$ cat config.mk
export PLATFORM = sky130hd
export DESIGN_NAME = anscode_uart_reporter
export DESIGN_NICKNAME = d
export VERILOG_FILES = /design/src/rtl/anscode_uart_reporter_pkg.sv /design/src/rtl/anscode_uart_reporter_uart_tx_byte.sv /design/src/rtl/anscode_uart_reporter.sv
export SDC_FILE = /design/constraint.sdc
export NUM_CORES = 1
export LEC_CHECK = 0
export ABC_AREA = 1
export CAP_MARGIN = 20
export CORE_ASPECT_RATIO = 1.75
export CORE_MARGIN = 5
export CORE_UTILIZATION = 50
export CTS_CLUSTER_DIAMETER = 120
export DETAILED_ROUTE_END_ITERATION = 8
export GPL_ROUTABILITY_DRIVEN = 0
export PLACE_DENSITY = 0.74
export SYNTH_ARGS = -nofsm -noshare
export SYNTH_HDL_FRONTEND = slang
export SYNTH_HIERARCHICAL = 1
export SYNTH_SLANG_ARGS = --single-unit
$ cat constraint.sdc
create_clock -name clk -period 2.75 [get_ports clk]
set_input_delay 0.6875 -clock clk [delete_from_list [all_inputs] [get_ports clk]]
set_output_delay 0.6875 -clock clk [all_outputs]
set_load 0.005 [all_outputs]
$ cat src/rtl/anscode_uart_reporter_pkg.sv
// Shared types, constants and ASCII helpers for the answer-code UART reporter.
package anscode_uart_reporter_pkg;

  typedef enum logic [1:0] {StIdle, StStart, StData, StStop} tx_state_e;

  localparam logic [7:0] ASCII_CR = 8'h0D;
  localparam logic [7:0] ASCII_LF = 8'h0A;
  localparam int unsigned FRAME_BYTES = 10;

  // Uppercase hex: 0-9 -> '0'-'9', A-F -> 'A'-'F'.
  function automatic logic [7:0] nibble_to_ascii(input logic [3:0] nib);
    return (nib < 4'd10) ? (8'h30 + {4'h0, nib}) : (8'h37 + {4'h0, nib});
  endfunction

  // Byte idx of the frame for a given word: 8 hex digits MSB nibble first, then CR, LF.
  function automatic logic [7:0] frame_byte(input logic [31:0] word, input logic [3:0] idx);
    logic [31:0] sh;
    sh = word >> (5'd28 - {idx[2:0], 2'b00});
    if (idx < 4'd8) begin
      return nibble_to_ascii(sh[3:0]);
    end else if (idx == 4'd8) begin
      return ASCII_CR;
    end
    return ASCII_LF;
  endfunction

endpackage

$ cat src/rtl/anscode_uart_reporter_uart_tx_byte.sv
// 8N1 byte serialiser; accepts a new byte in the last stop-bit cycle so bytes chain gap-free.
module uart_tx_byte
  import anscode_uart_reporter_pkg::*;
#(
  parameter int unsigned DIV = 10
) (
  input  logic       clk_i,
  input  logic       rst_i,
  input  logic       start_i,
  input  logic [7:0] byte_i,
  output logic       txd_o,
  output logic       done_o
);

  localparam int unsigned CntW = $clog2(DIV);
  localparam logic [CntW-1:0] CntMax = CntW'(DIV - 1);

  tx_state_e       state_q, state_d;
  logic [CntW-1:0] cnt_q, cnt_d;
  logic [2:0]      bit_q, bit_d;
  logic [7:0]      sh_q, sh_d;
  logic            bit_end;

  assign bit_end = (cnt_q == CntMax);

  always_comb begin
    state_d = state_q;
    cnt_d   = cnt_q;
    bit_d   = bit_q;
    sh_d    = sh_q;
    txd_o   = 1'b1;
    done_o  = 1'b0;
    case (state_q)
      StIdle: begin
        if (start_i) begin
          state_d = StStart;
          sh_d    = byte_i;
          cnt_d   = '0;
        end
      end
      StStart: begin
        txd_o = 1'b0;
        if (bit_end) begin
          cnt_d   = '0;
          bit_d   = '0;
          state_d = StData;
        end else begin
          cnt_d = cnt_q + 1'b1;
        end
      end
      StData: begin
        txd_o = sh_q[0];
        if (bit_end) begin
          cnt_d = '0;
          sh_d  = {1'b0, sh_q[7:1]};
          if (bit_q == 3'd7) begin
            bit_d   = '0;
            state_d = StStop;
          end else begin
            bit_d = bit_q + 1'b1;
          end
        end else begin
          cnt_d = cnt_q + 1'b1;
        end
      end
      StStop: begin
        if (bit_end) begin
          done_o = 1'b1;
          cnt_d  = '0;
          if (start_i) begin
            state_d = StStart;
            sh_d    = byte_i;
          end else begin
            state_d = StIdle;
          end
        end else begin
          cnt_d = cnt_q + 1'b1;
        end
      end
      default: state_d = StIdle;
    endcase
  end

  always_ff @(posedge clk_i or posedge rst_i) begin
    if (rst_i) begin
      state_q <= StIdle;
      cnt_q   <= '0;
      bit_q   <= '0;
      sh_q    <= '0;
    end else begin
      state_q <= state_d;
      cnt_q   <= cnt_d;
      bit_q   <= bit_d;
      sh_q    <= sh_d;
    end
  end

endmodule

$ cat src/rtl/anscode_uart_reporter.sv
// Sends the answer-code word as "XXXXXXXX\r\n" over UART whenever it changes and i_en is high.
module anscode_uart_reporter
  import anscode_uart_reporter_pkg::*;
#(
  parameter int unsigned CLK_FREQ = 100000000,
  parameter int unsigned BAUD     = 115200
) (
  input  logic        clk,
  input  logic        reset,
  input  logic        i_en,
  input  logic [31:0] i_data,
  output logic        o_txd,
  output logic        o_busy
);

  localparam int unsigned DIV = CLK_FREQ / BAUD;
  localparam logic [3:0] LastIdx = 4'(FRAME_BYTES - 1);

  logic        busy_q, busy_d;
  logic [3:0]  idx_q, idx_d;
  logic [31:0] frame_q, frame_d;
  logic [31:0] last_q, last_d;
  logic        trigger;
  logic        tx_start;
  logic [7:0]  tx_byte;
  logic        tx_done;
  logic        tx_txd;

  // Only compared while idle, so mid-frame changes coalesce into the value seen on return.
  assign trigger = !busy_q && i_en && (i_data != last_q);

  always_comb begin
    busy_d   = busy_q;
    idx_d    = idx_q;
    frame_d  = frame_q;
    last_d   = last_q;
    tx_start = 1'b0;
    tx_byte  = '0;
    if (trigger) begin
      busy_d   = 1'b1;
      idx_d    = '0;
      frame_d  = i_data;
      last_d   = i_data;
      tx_start = 1'b1;
      tx_byte  = frame_byte(i_data, 4'd0);
    end else if (busy_q && tx_done) begin
      if (idx_q == LastIdx) begin
        busy_d = 1'b0;
        idx_d  = '0;
      end else begin
        idx_d    = idx_q + 1'b1;
        tx_start = 1'b1;
        tx_byte  = frame_byte(frame_q, idx_q + 1'b1);
      end
    end
  end

  always_ff @(posedge clk or posedge reset) begin
    if (reset) begin
      busy_q  <= 1'b0;
      idx_q   <= '0;
      frame_q <= '0;
      last_q  <= '0;
    end else begin
      busy_q  <= busy_d;
      idx_q   <= idx_d;
      frame_q <= frame_d;
      last_q  <= last_d;
    end
  end

  uart_tx_byte #(
    .DIV(DIV)
  ) u_tx (
    .clk_i  (clk),
    .rst_i  (reset),
    .start_i(tx_start),
    .byte_i (tx_byte),
    .txd_o  (tx_txd),
    .done_o (tx_done)
  );

  assign o_txd  = tx_txd;
  assign o_busy = busy_q;

endmodule
==> impl_metrics.yaml <==
timing:
  min_period_ns: 2.642
  slew-limit-headroom_pct: 63.95
  slew_viol_final: 0
  setup_viol: 0
  fmax_mhz: 378.5
  worstMarginPinSlew_ns: 0.5389
  hold_violations: 0
  fin_skew_ns: 0.003840
  rsz0062_at_grt: "false"
  finalCritPeriodShare_pct: 96.07
logic_synthesis:
  yosys-mux-area-fraction_pct: 1.757
  async_flop_share_pct: 100.0
  synth_top_family_by_area: "simple AND/OR/NAND/NOR gates"
  ys_seq_area_share_pct: 37.65
  synthAdderAreaFrac_pct: 4.079
  syn_area_sq_um: 3988
  synth_cells: 566
  yosysMostFrequentCell: "nand2_1"
  yosys_warnings: 6
  synth_area_leaders: "dfrtp_1 38%, nand2_1 19%, inv_1 8.0%, o21ai_0 5.9%, nand3_1 4.1%"
  ys_top_cells_by_count: "199 x nand2_1, 85 x inv_1, 60 x dfrtp_1, 47 x o21ai_0, 33 x nand3_1"
  synth.top_cell.area_share_pct: 37.65
  syn_nets: 614
  ys_types: 33
  synthFlopType: "dfrtp_1"
  ys_ff_latch: 60
  synth_xor_area_share_pct: 3.703
  yosysTopAreaCell: "dfrtp_1"
  avgSynthCellArea_sq_um: 7.045
  synth_compound_area_share_pct: 10.35
  yosys.area_share.simple_pct: 31.94
  synth_edf_count: 0
critical_path:
  worst_setup_path_end_kind: "output pin"
  rr_worst_depth: 14
  rr_startpoint: "idx_q[1]$_DFFE_PP0P_"
  arrival_ns: 1.95
  crit_fanout: 6
  cp-start-kind: "register"
  crit_required_ns: 2.06
  crit-reg2reg-capture: "u_tx/sh_q[6]$_DFFE_PP0P_"
  critPathMaxStageDelay_ns: 0.49
  cp_slowest_cell: "clkdlybuf4s50_1"
  path_class: "register to output pin"
  path_cells: "inv_1 -> ha_1 -> or2_2 -> nand2_1 -> clkdlybuf4s50_1"
  worst-r2r-setup-slack_ns: 0.24
drt:
  routedWlPerCell_microns: 13.23
  wirelength_microns: 9367
  vias_per_cell: 5.179
  dr.pass1.iters: 5
  final_antenna_net_count: 0
  via_count: 3667
  drt-initial-drc-count: 174
  drc_errors: 0
min_path:
  hold_depth: 2
  worstHoldEndpoint: "u_tx/bit_q[2]$_DFFE_PP0P_"
  hp-class: "register to register"
  hold_start: "u_tx/bit_q[2]$_DFFE_PP0P_"
placed_design:
  io_buffer_count: 36
  dpl_cell_area_sq_um: 4477
  place_hpwl_microns: 7239
global_route:
  grt_max_degree: 40
  grt_pass1_vias: 3650
  grt-ovfl-total: 0
  grtUsageTotal_pct: 20.27
  grt_antenna_before_repair: 0
  grt_pass1_wl_microns: 16110
final_layout:
  syn2layout_area_growth_pct: 19.42
  drive_above_1_share_pct: 9.223
  utilization_pct: 60.62
  diodes: 0
  final_design_area_no_fill_sq_um: 4762
  finish.net_count: 661
die:
  die_w_microns: 77.51
  initial_utilization_pct: 50.76
  io_pins: 37
  rows: 43
  core_area_sq_um: 7855
  fp.dieH_microns: 128.1
  dieArea_sq_um: 9931
clock_network:
  cts_tree: "done"
  cts_made_buffers: 9
  clkLatencyLatePin_ns: 0.33
  cts_sinks: 60
  clockBufferDepth: 2
  h-tree-depth: 3
  cts_root_buf: "clkbuf_16"
  hold_buffers: 0
  postCtsSetupBuffers: 0
  cts.clk_slew.worst_paths_ns: 0.05
job:
  maxCapViolCount: 0
status:
  status: "complete, no violations"
power_and_ir_drop:
  power_uw: 2198
  p_leak_uw: 0.002505
  vdd_ir_drop_max_mv: 0.3712
  power.density_nw_per_um2: 461.5
through the flow:
stage | TNS (ns) | hold slack [ns] | setup WS [ns] | cells
after detailed placement | -0.9077 | 0.4771 | -0.1097 | 692
final | 0 | 0.4803 | 0.1082 | 708
after global placement | -0.1208 | 0.4662 | -0.03644 | 692
after global routing | 0 | 0.5143 | 0.01822 | 708
after floorplan | 0 | 0.4483 | 0.4657 | 566
after CTS | 0 | 0.4879 | 0.09006 | 708
layer usage:
layer,vias up,global-route usage (%),part of all wire [%]
li1,1863,-,-
met4,0,12.04,4.3
met1,1698,20.87,37
met3,26,3.586,4.0
met2,80,37.34,55
met5,-,0,0
layout make-up:
| class | instances | area [sq um] |
|---|---|---|
| Clock buffer | 15 | 277.8 |
| Clock inverter | 1 | 5.005 |
| Fill cell | 739 | 3093 |
| Inverter | 87 | 326.6 |
| Multi-Input combinational cell | 405 | 2073 |
| Sequential cell | 60 | 1501 |
| Tap cell | 90 | 112.6 |
| Timing Repair Buffer | 50 | 465.4 |
timing repair:
action | CTS | global route
hold endpoints to repair | 0 | 0
endpoints found under the setup margin | 0 | 3
gates resized for setup | 0 | 1
power breakdown:
part / internal (uW) / switching, uW / leakage, uW
clock: 682 / 366 / 0.000140
combinational: 103 / 117 / 0.00165
sequential: 910 / 20.3 / 0.000718
registers in the layout, summed over array words and instances (netlist names):
name / flops
last_q: 32
u_tx/cnt_q: 10
u_tx/state_q: 2
o_busy: 1
u_tx/bit_q: 3
u_tx/sh_q: 8
idx_q: 4
worst max path at each step:
| stage | startpoint | end | cells after the start |
|---|---|---|---|
| after CTS | u_tx/state_q[0]$_DFFE_PP0P_ | o_txd | 5 |
| after global routing | u_tx/state_q[0]$_DFFE_PP0P_ | o_txd | 6 |
| after global placement | i_data[24] | u_tx/sh_q[0]$_DFFE_PP0P_ | 13 |
| after detailed placement | i_data[24] | u_tx/sh_q[6]$_DFFE_PP0P_ | 14 |
| after floorplan | i_data[30] | u_tx/sh_q[0]$_DFFE_PP0P_ | 17 |
| final | u_tx/state_q[0]$_DFFE_PP0P_ | o_txd | 5 |
layout by cell type, fill, tap and decap left out, drive strengths merged:
cell	n
a21oi	8
nand3	35
mux2i	7
o211ai	4
nor2	31
o21ai	58
or2	4
nor3	1
ha	13
clkdlybuf4s50	36
clkinv	1
inv	87
xor2	5
o22ai	3
nand3b	1
clkbuf	15
nor4	1
buf	14
dfrtp	60
nand2	208
xnor2	11
conb	1
nand4	14
cell families after synthesis:
kind of cell / after synthesis
other: 1
flip-flops: 60
multiplexers: 7
buffers and inverters: 101
AND/OR/NAND/NOR: 295
AO/OA/AOI/OAI: 73
XOR/XNOR: 16
adder cells (fa/ha/maj): 13
worst max-delay path: cells and delay by family (launching register included):
family        cells  cell delay, ns
fa+ha+maj         1            0.23
buf+inv           2            0.62
flops             1            0.44
simple gates      2            0.35
Note: power is estimated with default switching activity, not from simulation.
